File: config.mk
export PLATFORM = sky130hd
export DESIGN_NAME = vga_timing_1440x900
export DESIGN_NICKNAME = d
export VERILOG_FILES = /design/src/rtl/vga_timing_1440x900.sv
export SDC_FILE = /design/constraint.sdc
export NUM_CORES = 1
export LEC_CHECK = 0
export CAP_MARGIN = 5
export CELL_PAD_IN_SITES_DETAIL_PLACEMENT = 0
export CELL_PAD_IN_SITES_GLOBAL_PLACEMENT = 2
export CORE_ASPECT_RATIO = 1.4
export CORE_MARGIN = 5
export CORE_UTILIZATION = 27
export DETAILED_ROUTE_END_ITERATION = 6
export PLACE_DENSITY_LB_ADDON = 0.25
export SYNTH_ARGS = -nofsm -noshare
export SYNTH_HDL_FRONTEND = slang
export SYNTH_SLANG_ARGS = --single-unit
File: constraint.sdc
create_clock -name clk -period 2.9 [get_ports clk]
set_input_delay 0.435 -clock clk [delete_from_list [all_inputs] [get_ports clk]]
set_output_delay 0.435 -clock clk [all_outputs]
set_load 0.02 [all_outputs]
File: src/rtl/vga_timing_1440x900.sv
// Raster timing for 1440x900@60 plus the VGA pin stage. Blanking and syncs are delayed
// through a PIPE_DLY-deep shift register so they reach the pins with the compositor's colour.
module vga_timing_1440x900 #(
  parameter int unsigned H_ACTIVE = 1440,
  parameter int unsigned H_FP     = 80,
  parameter int unsigned H_SYNC   = 152,
  parameter int unsigned H_BP     = 232,
  parameter int unsigned V_ACTIVE = 900,
  parameter int unsigned V_FP     = 1,
  parameter int unsigned V_SYNC   = 3,
  parameter int unsigned V_BP     = 28,
  parameter bit          H_POL    = 1'b0,
  parameter bit          V_POL    = 1'b1,
  parameter int unsigned PIPE_DLY = 1
) (
  input  logic        clk,
  input  logic        rst,
  output logic [10:0] curr_x,
  output logic [10:0] curr_y,
  output logic        frame_tick,
  input  logic [3:0]  draw_r,
  input  logic [3:0]  draw_g,
  input  logic [3:0]  draw_b,
  output logic [3:0]  vga_r,
  output logic [3:0]  vga_g,
  output logic [3:0]  vga_b,
  output logic        vga_hs,
  output logic        vga_vs
);

  localparam int unsigned H_TOTAL = H_ACTIVE + H_FP + H_SYNC + H_BP;
  localparam int unsigned V_TOTAL = V_ACTIVE + V_FP + V_SYNC + V_BP;

  localparam logic [10:0] HLast    = 11'(H_TOTAL - 1);
  localparam logic [10:0] VLast    = 11'(V_TOTAL - 1);
  localparam logic [10:0] HActEnd  = 11'(H_ACTIVE);
  localparam logic [10:0] VActEnd  = 11'(V_ACTIVE);
  localparam logic [10:0] HSyncBeg = 11'(H_ACTIVE + H_FP);
  localparam logic [10:0] HSyncEnd = 11'(H_ACTIVE + H_FP + H_SYNC);
  localparam logic [10:0] VSyncBeg = 11'(V_ACTIVE + V_FP);
  localparam logic [10:0] VSyncEnd = 11'(V_ACTIVE + V_FP + V_SYNC);

  logic [10:0] x_q, x_d;
  logic [10:0] y_q, y_d;
  logic        tick_q, tick_d;

  logic        act_raw, hs_raw, vs_raw;
  logic [PIPE_DLY-1:0] act_q, hs_q, vs_q;

  logic [3:0]  r_q, g_q, b_q;
  logic        hs_pin_q, vs_pin_q;

  // Raster counters
  always_comb begin
    x_d = x_q + 11'd1;
    y_d = y_q;
    if (x_q == HLast) begin
      x_d = '0;
      y_d = (y_q == VLast) ? '0 : y_q + 11'd1;
    end
  end

  // Next state is (0,0) only on the frame wrap, so the tick lines up with that presentation.
  assign tick_d = (x_d == '0) && (y_d == '0);

  always_ff @(posedge clk) begin
    if (!rst) begin
      x_q    <= '0;
      y_q    <= '0;
      tick_q <= 1'b0;
    end else begin
      x_q    <= x_d;
      y_q    <= y_d;
      tick_q <= tick_d;
    end
  end

  // Raw decode of the current raster position
  always_comb begin
    act_raw = (x_q < HActEnd) && (y_q < VActEnd);
    hs_raw  = (x_q >= HSyncBeg) && (x_q < HSyncEnd);
    vs_raw  = (y_q >= VSyncBeg) && (y_q < VSyncEnd);
  end

  // Alignment delay: matches the compositor's latency from curr_x/curr_y to draw_*.
  always_ff @(posedge clk) begin
    if (!rst) begin
      act_q <= '0;
      hs_q  <= '0;
      vs_q  <= '0;
    end else begin
      act_q[0] <= act_raw;
      hs_q[0]  <= hs_raw;
      vs_q[0]  <= vs_raw;
      for (int i = 1; i < int'(PIPE_DLY); i++) begin
        act_q[i] <= act_q[i-1];
        hs_q[i]  <= hs_q[i-1];
        vs_q[i]  <= vs_q[i-1];
      end
    end
  end

  // Pin stage; the colour register doubles as the single draw_* capture.
  always_ff @(posedge clk) begin
    if (!rst) begin
      r_q      <= 4'h0;
      g_q      <= 4'h0;
      b_q      <= 4'h0;
      hs_pin_q <= ~H_POL;
      vs_pin_q <= ~V_POL;
    end else begin
      r_q      <= act_q[PIPE_DLY-1] ? draw_r : 4'h0;
      g_q      <= act_q[PIPE_DLY-1] ? draw_g : 4'h0;
      b_q      <= act_q[PIPE_DLY-1] ? draw_b : 4'h0;
      hs_pin_q <= hs_q[PIPE_DLY-1] ? H_POL : ~H_POL;
      vs_pin_q <= vs_q[PIPE_DLY-1] ? V_POL : ~V_POL;
    end
  end

  assign curr_x     = x_q;
  assign curr_y     = y_q;
  assign frame_tick = tick_q;
  assign vga_r      = r_q;
  assign vga_g      = g_q;
  assign vga_b      = b_q;
  assign vga_hs     = hs_pin_q;
  assign vga_vs     = vs_pin_q;

endmodule

Word-level counts from Yosys, hierarchy flattened:

Index checks and enable logic that the tools add are counted.

* register bits: 40
* input port bits: 14
* output and inout bits: 37
* word-level logic and storage cells: 33

* add/sub/neg operators: 2
* $lt $le $gt $ge: 6
* equal/unequal tests: 2
* muxes and demuxes: 5
* reductions and logical operators: 7

Operators by type and width (count)
* 11-bit 2-to-1 mux: 3
* 11-bit by 1-bit adder with 11-bit output, second input constant: 2
* 11-bit zero test: 2
* 11-bit by 10-bit < comparator with 1-bit output, second input constant: 2
* 11-bit < comparator, second input constant: 2
* 11-bit by 10-bit == test with 1-bit output, second input constant: 1
* 11-bit == test, second input constant: 1
* 11-bit by 10-bit greater-or-equal comparator with 1-bit output, second input constant: 1
* 11-bit greater-or-equal comparator, second input constant: 1
* 1-bit logical AND: 4
* 1-bit 2-to-1 mux: 2
* 2-bit AND reduction: 1

Logic depth before layout (Yosys ltp):

Gate-level depths: netlist (run 1).

* depth after elaboration: 5
* mapped depth: 8
* gate-level depth less buffers: 7

Worst setup path after synthesis (run 1):

OpenSTA, ideal clock, no wires.

* path kind: flip-flop to flip-flop
* start point: register x_q[0], in the netlist curr_x[0]
* end point: register tick_q, in the netlist frame_tick
* library setup time: 0.061 ns
* arrival time: 2.317 ns
* required time: 2.839 ns
* slack: 0.522 ns
* cell stages (with the launch flop): 9
* path buffers: 1
* clock period less this slack: 2.378 ns
* path through: dfxtp_1 ha_1 nand3_1 nor4_2 buf_2 nand4_1 xnor2_1 a2111oi_0 and4bb_1

* longest elaborated chain between the ends: 4
* elaborated cells between the ends (all ways): 7
* those cells by class: add/sub (1); eq/ne (1); mux (2); reduce/logical (3)

Ends and longest elaborated chain
* from (decl): RTL line 43 `logic [10:0] x_q, x_d;`
* from (signal assigned): RTL line 68 `x_q <= '0;`
* from (signal assigned): RTL line 72 `x_q <= x_d;`
* 11-bit by 1-bit adder with 11-bit output or 11-bit == test (tied branches): RTL line 55, 57
* 11-bit 2-to-1 mux: RTL line 57 `if (x_q == HLast) begin`
* 11-bit zero test: RTL line 64 `assign tick_d = (x_d == '0) && (y_d == '0);`
* 1-bit logical AND (*): RTL line 64
* to (signal assigned): RTL line 74 `tick_q <= tick_d;`
* to (decl): RTL line 45 `logic tick_q, tick_d;`

Every way passes the cells marked *; elsewhere a longest branch is shown, timed or not.
A chain may end at the register's enable or synchronous reset.

Worst setup path after layout (run 1):

Ends and elaborated chain as after synthesis.

==> results_tabular.tex, run 1 <==
\begin{tabular}{lr}
\hline
Metric & Value \\
\hline
\multicolumn{2}{l}{\textbf{Clock tree}} \\
\quad Hold buffers post-CTS & 0 \\
\quad Deepest level of the CTS H-tree & 2 \\
\quad Number of buffers added by the clock tree synthesis step & 5 \\
\quad CTS resizes & 0 \\
\quad Clk slew on worst S/H paths & 0.09 ns \\
\quad Root buf cell & sky130\_fd\_sc\_hd\_\_clkbuf\_8 \\
\quad Number of sinks on the clock net & 40 \\
\quad Clock tree from TritonCTS & done \\
\quad Skew-Pair Late Insertion Delay & 0.30 ns \\
\quad Number of buffers on the longest clock path & 2 \\
\quad Buffer count from post-CTS setup fixing & 0 \\
\multicolumn{2}{l}{\textbf{Setup path}} \\
\quad Data arrival at the endpoint of the critical path & 2.80 ns \\
\quad Kind of capture point of the worst setup path & register \\
\quad Crit path largest cell delay & 0.71 ns \\
\quad Largest driver fanout on the critical path & 11 \\
\quad Critical-path cell with the highest stage delay & sky130\_fd\_sc\_hd\_\_or4\_4 \\
\quad Start-to-end type of the worst setup path & reg2reg \\
\quad Data required, critical path & 3.14 ns \\
\quad Delay-heaviest family, CP & simple AND/OR/NAND/NOR gates \\
\quad Kind of start point of the critical path & register \\
\quad Sum of buffers and inverters on the critical path & 0 \\
\quad Critical path cell sequence & ha\_1 > nand3\_1 > or4\_4 > o21ai\_1 > o2111ai\_1 > a2111oi\_0 > and4bb\_1 \\
\multicolumn{2}{l}{\textbf{Final layout}} \\
\quad Area growth syn-to-layout & 38.9\% \\
\quad Layout Nets & 274 \\
\quad End-of-flow core utilization & 38.5\% \\
\quad Antenna fix cells & 0 \\
\quad Final std cells w/o fill & 350 \\
\quad Fill cell total of the finished layout & around 700 \\
\quad Final instance area & about 2500 sq um \\
\quad Ratio of cells with drive above 1 in the final layout & 6.20\% \\
\multicolumn{2}{l}{\textbf{Synth}} \\
\quad Share of the yosys chip area belonging to registers & between 40\% and 50\% \\
\quad Post-synthesis instance area & $\sim$1800 sq um \\
\quad Register bit count reported by yosys & 40 \\
\quad Number of flops mapped to enable cells by yosys & 0 \\
\quad Yosys warnings & 0 \\
\quad Share of Yosys cell area claimed by the top area cell type & roughly 44\% \\
\quad Fraction of registers with async set or reset after synthesis & 0\% \\
\quad Most instantiated library cell after synthesis & sky130\_fd\_sc\_hd\_\_dfxtp\_1 \\
\quad Post-synthesis cell count & 207 \\
\quad Most numerous cell types in the synthesized netlist & sky130\_fd\_sc\_hd\_\_dfxtp\_1, sky130\_fd\_sc\_hd\_\_and3\_1, sky130\_fd\_sc\_hd\_\_nor2\_1 \\
\quad Synthesized netlist net count & 224 \\
\quad Prevailing post-synth register cell & sky130\_fd\_sc\_hd\_\_dfxtp\_1 \\
\quad Most area-hungry cell type in the Yosys netlist & sky130\_fd\_sc\_hd\_\_dfxtp\_1 \\
\quad Mean post-synth cell area & a little under 9 sq um \\
\quad Largest cells by area after synthesis & sky130\_fd\_sc\_hd\_\_dfxtp\_1, sky130\_fd\_sc\_hd\_\_and3\_1, sky130\_fd\_sc\_hd\_\_xnor2\_1 \\
\quad Unique masters post-synth & 45 \\
\multicolumn{2}{l}{\textbf{Detailed routing}} \\
\quad Total routed wirelength & 5150 um \\
\quad Total length of routed met3 wires & approximately 240 um \\
\quad Remaining number of nets flagged by the antenna check after routing & 0 \\
\quad Sum of routed wire segments on met1 & between 2000 and 2500 um \\
\quad Vias & 1642 \\
\quad Number of design rule violations left after detail routing & 0 \\
\quad Top routing layer used & met4 \\
\quad Number of DRC violations after detailed-routing iteration 0 & 64 \\
\quad Post-detailed-route wirelength per cell & 14.7 um \\
\quad Met2 wirelength from detailed routing & roughly 2500 um \\
\quad Via density per instance & 4.69 \\
\quad Number of iterations in the first detailed-routing pass & 4 \\
\multicolumn{2}{l}{\textbf{Pwr}} \\
\quad Power, Total & about 1.1 mW \\
\quad Largest voltage drop on the vdd net & 0.254 mV \\
\quad Leakage component of the power & approximately 0.98 nW \\
\quad Total power density per cell area & 440 nW/um\^{}2 \\
\multicolumn{2}{l}{\textbf{Run status}} \\
\quad Outcome & finished, final reports clean \\
\multicolumn{2}{l}{\textbf{STA}} \\
\quad Period Utilization, post-route & 88.1\% \\
\quad Maximum operating frequency & 391 MHz \\
\quad Max-slew headroom at the worst pin & 62.6\% \\
\quad Worst-margin pin slew & 0.560 ns \\
\quad Final number of setup-violating endpoints & 0 \\
\quad Final min period & approximately 2.6 ns \\
\quad Number of max-slew violations in the final report & 0 \\
\quad Total Negative Setup Slacks & 0 ns \\
\quad RSZ-0062 raised after global routing & false \\
\quad Setup skew after layout & 0.00418 ns \\
\quad Final Hold Viols & 0 \\
\multicolumn{2}{l}{\textbf{Global routing}} \\
\quad Initial antenna violation count & 0 \\
\quad Maximum number of pins on one net before global-route repair & 34 \\
\quad Number of global-route vias before repair & 1638 \\
\quad Residual overflow from global routing & 0 \\
\quad First-pass GRT wire length & roughly 8500 um \\
\quad Overall routing resource usage & about an eighth \\
\multicolumn{2}{l}{\textbf{Job}} \\
\quad Max cap viols & 0 \\
\multicolumn{2}{l}{\textbf{Die}} \\
\quad Core area & between 6000 and 7000 sq um \\
\quad Number of cell rows & 35 \\
\quad Number of top-level design ports & 51 \\
\quad Total die area & roughly 8600 sq um \\
\quad Die outline width & 79.6 um \\
\quad Starting Density & 27.7\% \\
\quad Vert. Die Dim & 107 um \\
\multicolumn{2}{l}{\textbf{Placed design}} \\
\quad Placed Cells incl. Taps & between 300 and 400 \\
\quad Port Buf Inserts & 50 \\
\quad Global placer's final weighted congestion & 0.764 \\
\quad Placed standard-cell area & 2430 sq um \\
\quad HPWL after detailed placement & about 3700 um \\
\multicolumn{2}{l}{\textbf{Min path}} \\
\quad HP Class & reg2reg \\
\hline
\end{tabular}
[final cells by class]
type	instances	area, sq um	area share (%)
Multi-Input combinational cell	150	952	37.4
Sequential cell	40	801	31.5
Timing Repair Buffer	56	546	21.4
Tap cell	92	115	4.53
Clock buffer	5	68.8	2.71
Clock inverter	3	46.3	1.82
Inverter	4	15.0	0.590
[stage by stage]
stage / setup WS [ns] / hold slack [ns]
floorplan: 0.522 / 0.343
global placement: 0.425 / 0.346
detailed placement: 0.308 / 0.355
CTS: 0.299 / 0.378
global route: 0.0513 / 0.395
finish: 0.344 / 0.373
[sequential cells by signal (all words and copies together), names as in the netlist]
| signal | cells |
|---|---|
| curr_x | 11 |
| curr_y | 11 |
| vga_b | 4 |
| vga_g | 4 |
| vga_r | 4 |
| act_q | 1 |
| frame_tick | 1 |
| hs_q | 1 |
| vga_hs | 1 |
| vga_vs | 1 |
| vs_q | 1 |
[power by group]
group	switching, mW	internal, mW
registers	0.00778	0.560
clock network	0.221	0.260
logic	0.0304	0.0409
[routing by layer]
metal | up-vias | global-route usage [%]
met4 | 0 | 4.67
li1 | 831 | -
met3 | 8 | 2.93
met2 | 44 | 21.9
met5 | - | 0
met1 | 759 | 15.4
[logic make-up after synthesis]
group | count (synthesis) | synth area share (%)
XOR/XNOR | 14 | 6.69
adder cells (fa/ha/maj) | 3 | 2.05
flip-flops | 40 | 43.7
AND/OR/NAND/NOR | 103 | 31.8
buffers and inverters | 17 | 4.30
AO/OA/AOI/OAI | 30 | 11.4
[final timing paths]
check                               start    endpoint  slack [ns]  depth (start not counted)
worst max-delay path            curr_x[0]  frame_tick        0.34                          7
worst min-delay path                 hs_q      vga_hs        0.37                          1
worst max register to register  curr_x[0]  frame_tick        0.34                          7
worst min register to register       hs_q      vga_hs        0.37                          1
[layout by cell type, fill, tap and decap left out, types with 2 or more instances in the layout]
cell                               n
sky130_fd_sc_hd__nand3_1          12
sky130_fd_sc_hd__clkbuf_8          5
sky130_fd_sc_hd__inv_1             4
sky130_fd_sc_hd__o21ai_1           3
sky130_fd_sc_hd__clkdlybuf4s50_1  50
sky130_fd_sc_hd__dfxtp_1          40
sky130_fd_sc_hd__nor3_1           10
sky130_fd_sc_hd__xnor2_1          11
sky130_fd_sc_hd__a21oi_1           5
sky130_fd_sc_hd__nand4_1           6
sky130_fd_sc_hd__buf_4             6
sky130_fd_sc_hd__or3_1             4
sky130_fd_sc_hd__and4_1            2
sky130_fd_sc_hd__and2_1            8
sky130_fd_sc_hd__o21ai_0           4
sky130_fd_sc_hd__nor2b_1           6
sky130_fd_sc_hd__o211a_1           2
sky130_fd_sc_hd__ha_1              3
sky130_fd_sc_hd__and3_1           17
sky130_fd_sc_hd__a31oi_1           2
sky130_fd_sc_hd__nand2_1          11
sky130_fd_sc_hd__nor2_1           16
sky130_fd_sc_hd__a21boi_1          2
sky130_fd_sc_hd__or2_1             2
sky130_fd_sc_hd__o21a_1            3
sky130_fd_sc_hd__xor2_1            3
Power figures use the tool's default switching activity.
==> run 2: changes to the inputs <==
--- a/config.mk
+++ b/config.mk
@@ -12,6 +12,7 @@
 export CORE_MARGIN = 5
 export CORE_UTILIZATION = 27
 export DETAILED_ROUTE_END_ITERATION = 6
+export HOLD_SLACK_MARGIN = 0.02
 export PLACE_DENSITY_LB_ADDON = 0.25
 export SYNTH_ARGS = -nofsm -noshare
 export SYNTH_HDL_FRONTEND = slang
==> results of run 2 <==
Final layout, timing and power as in run 1 (identical DEF).
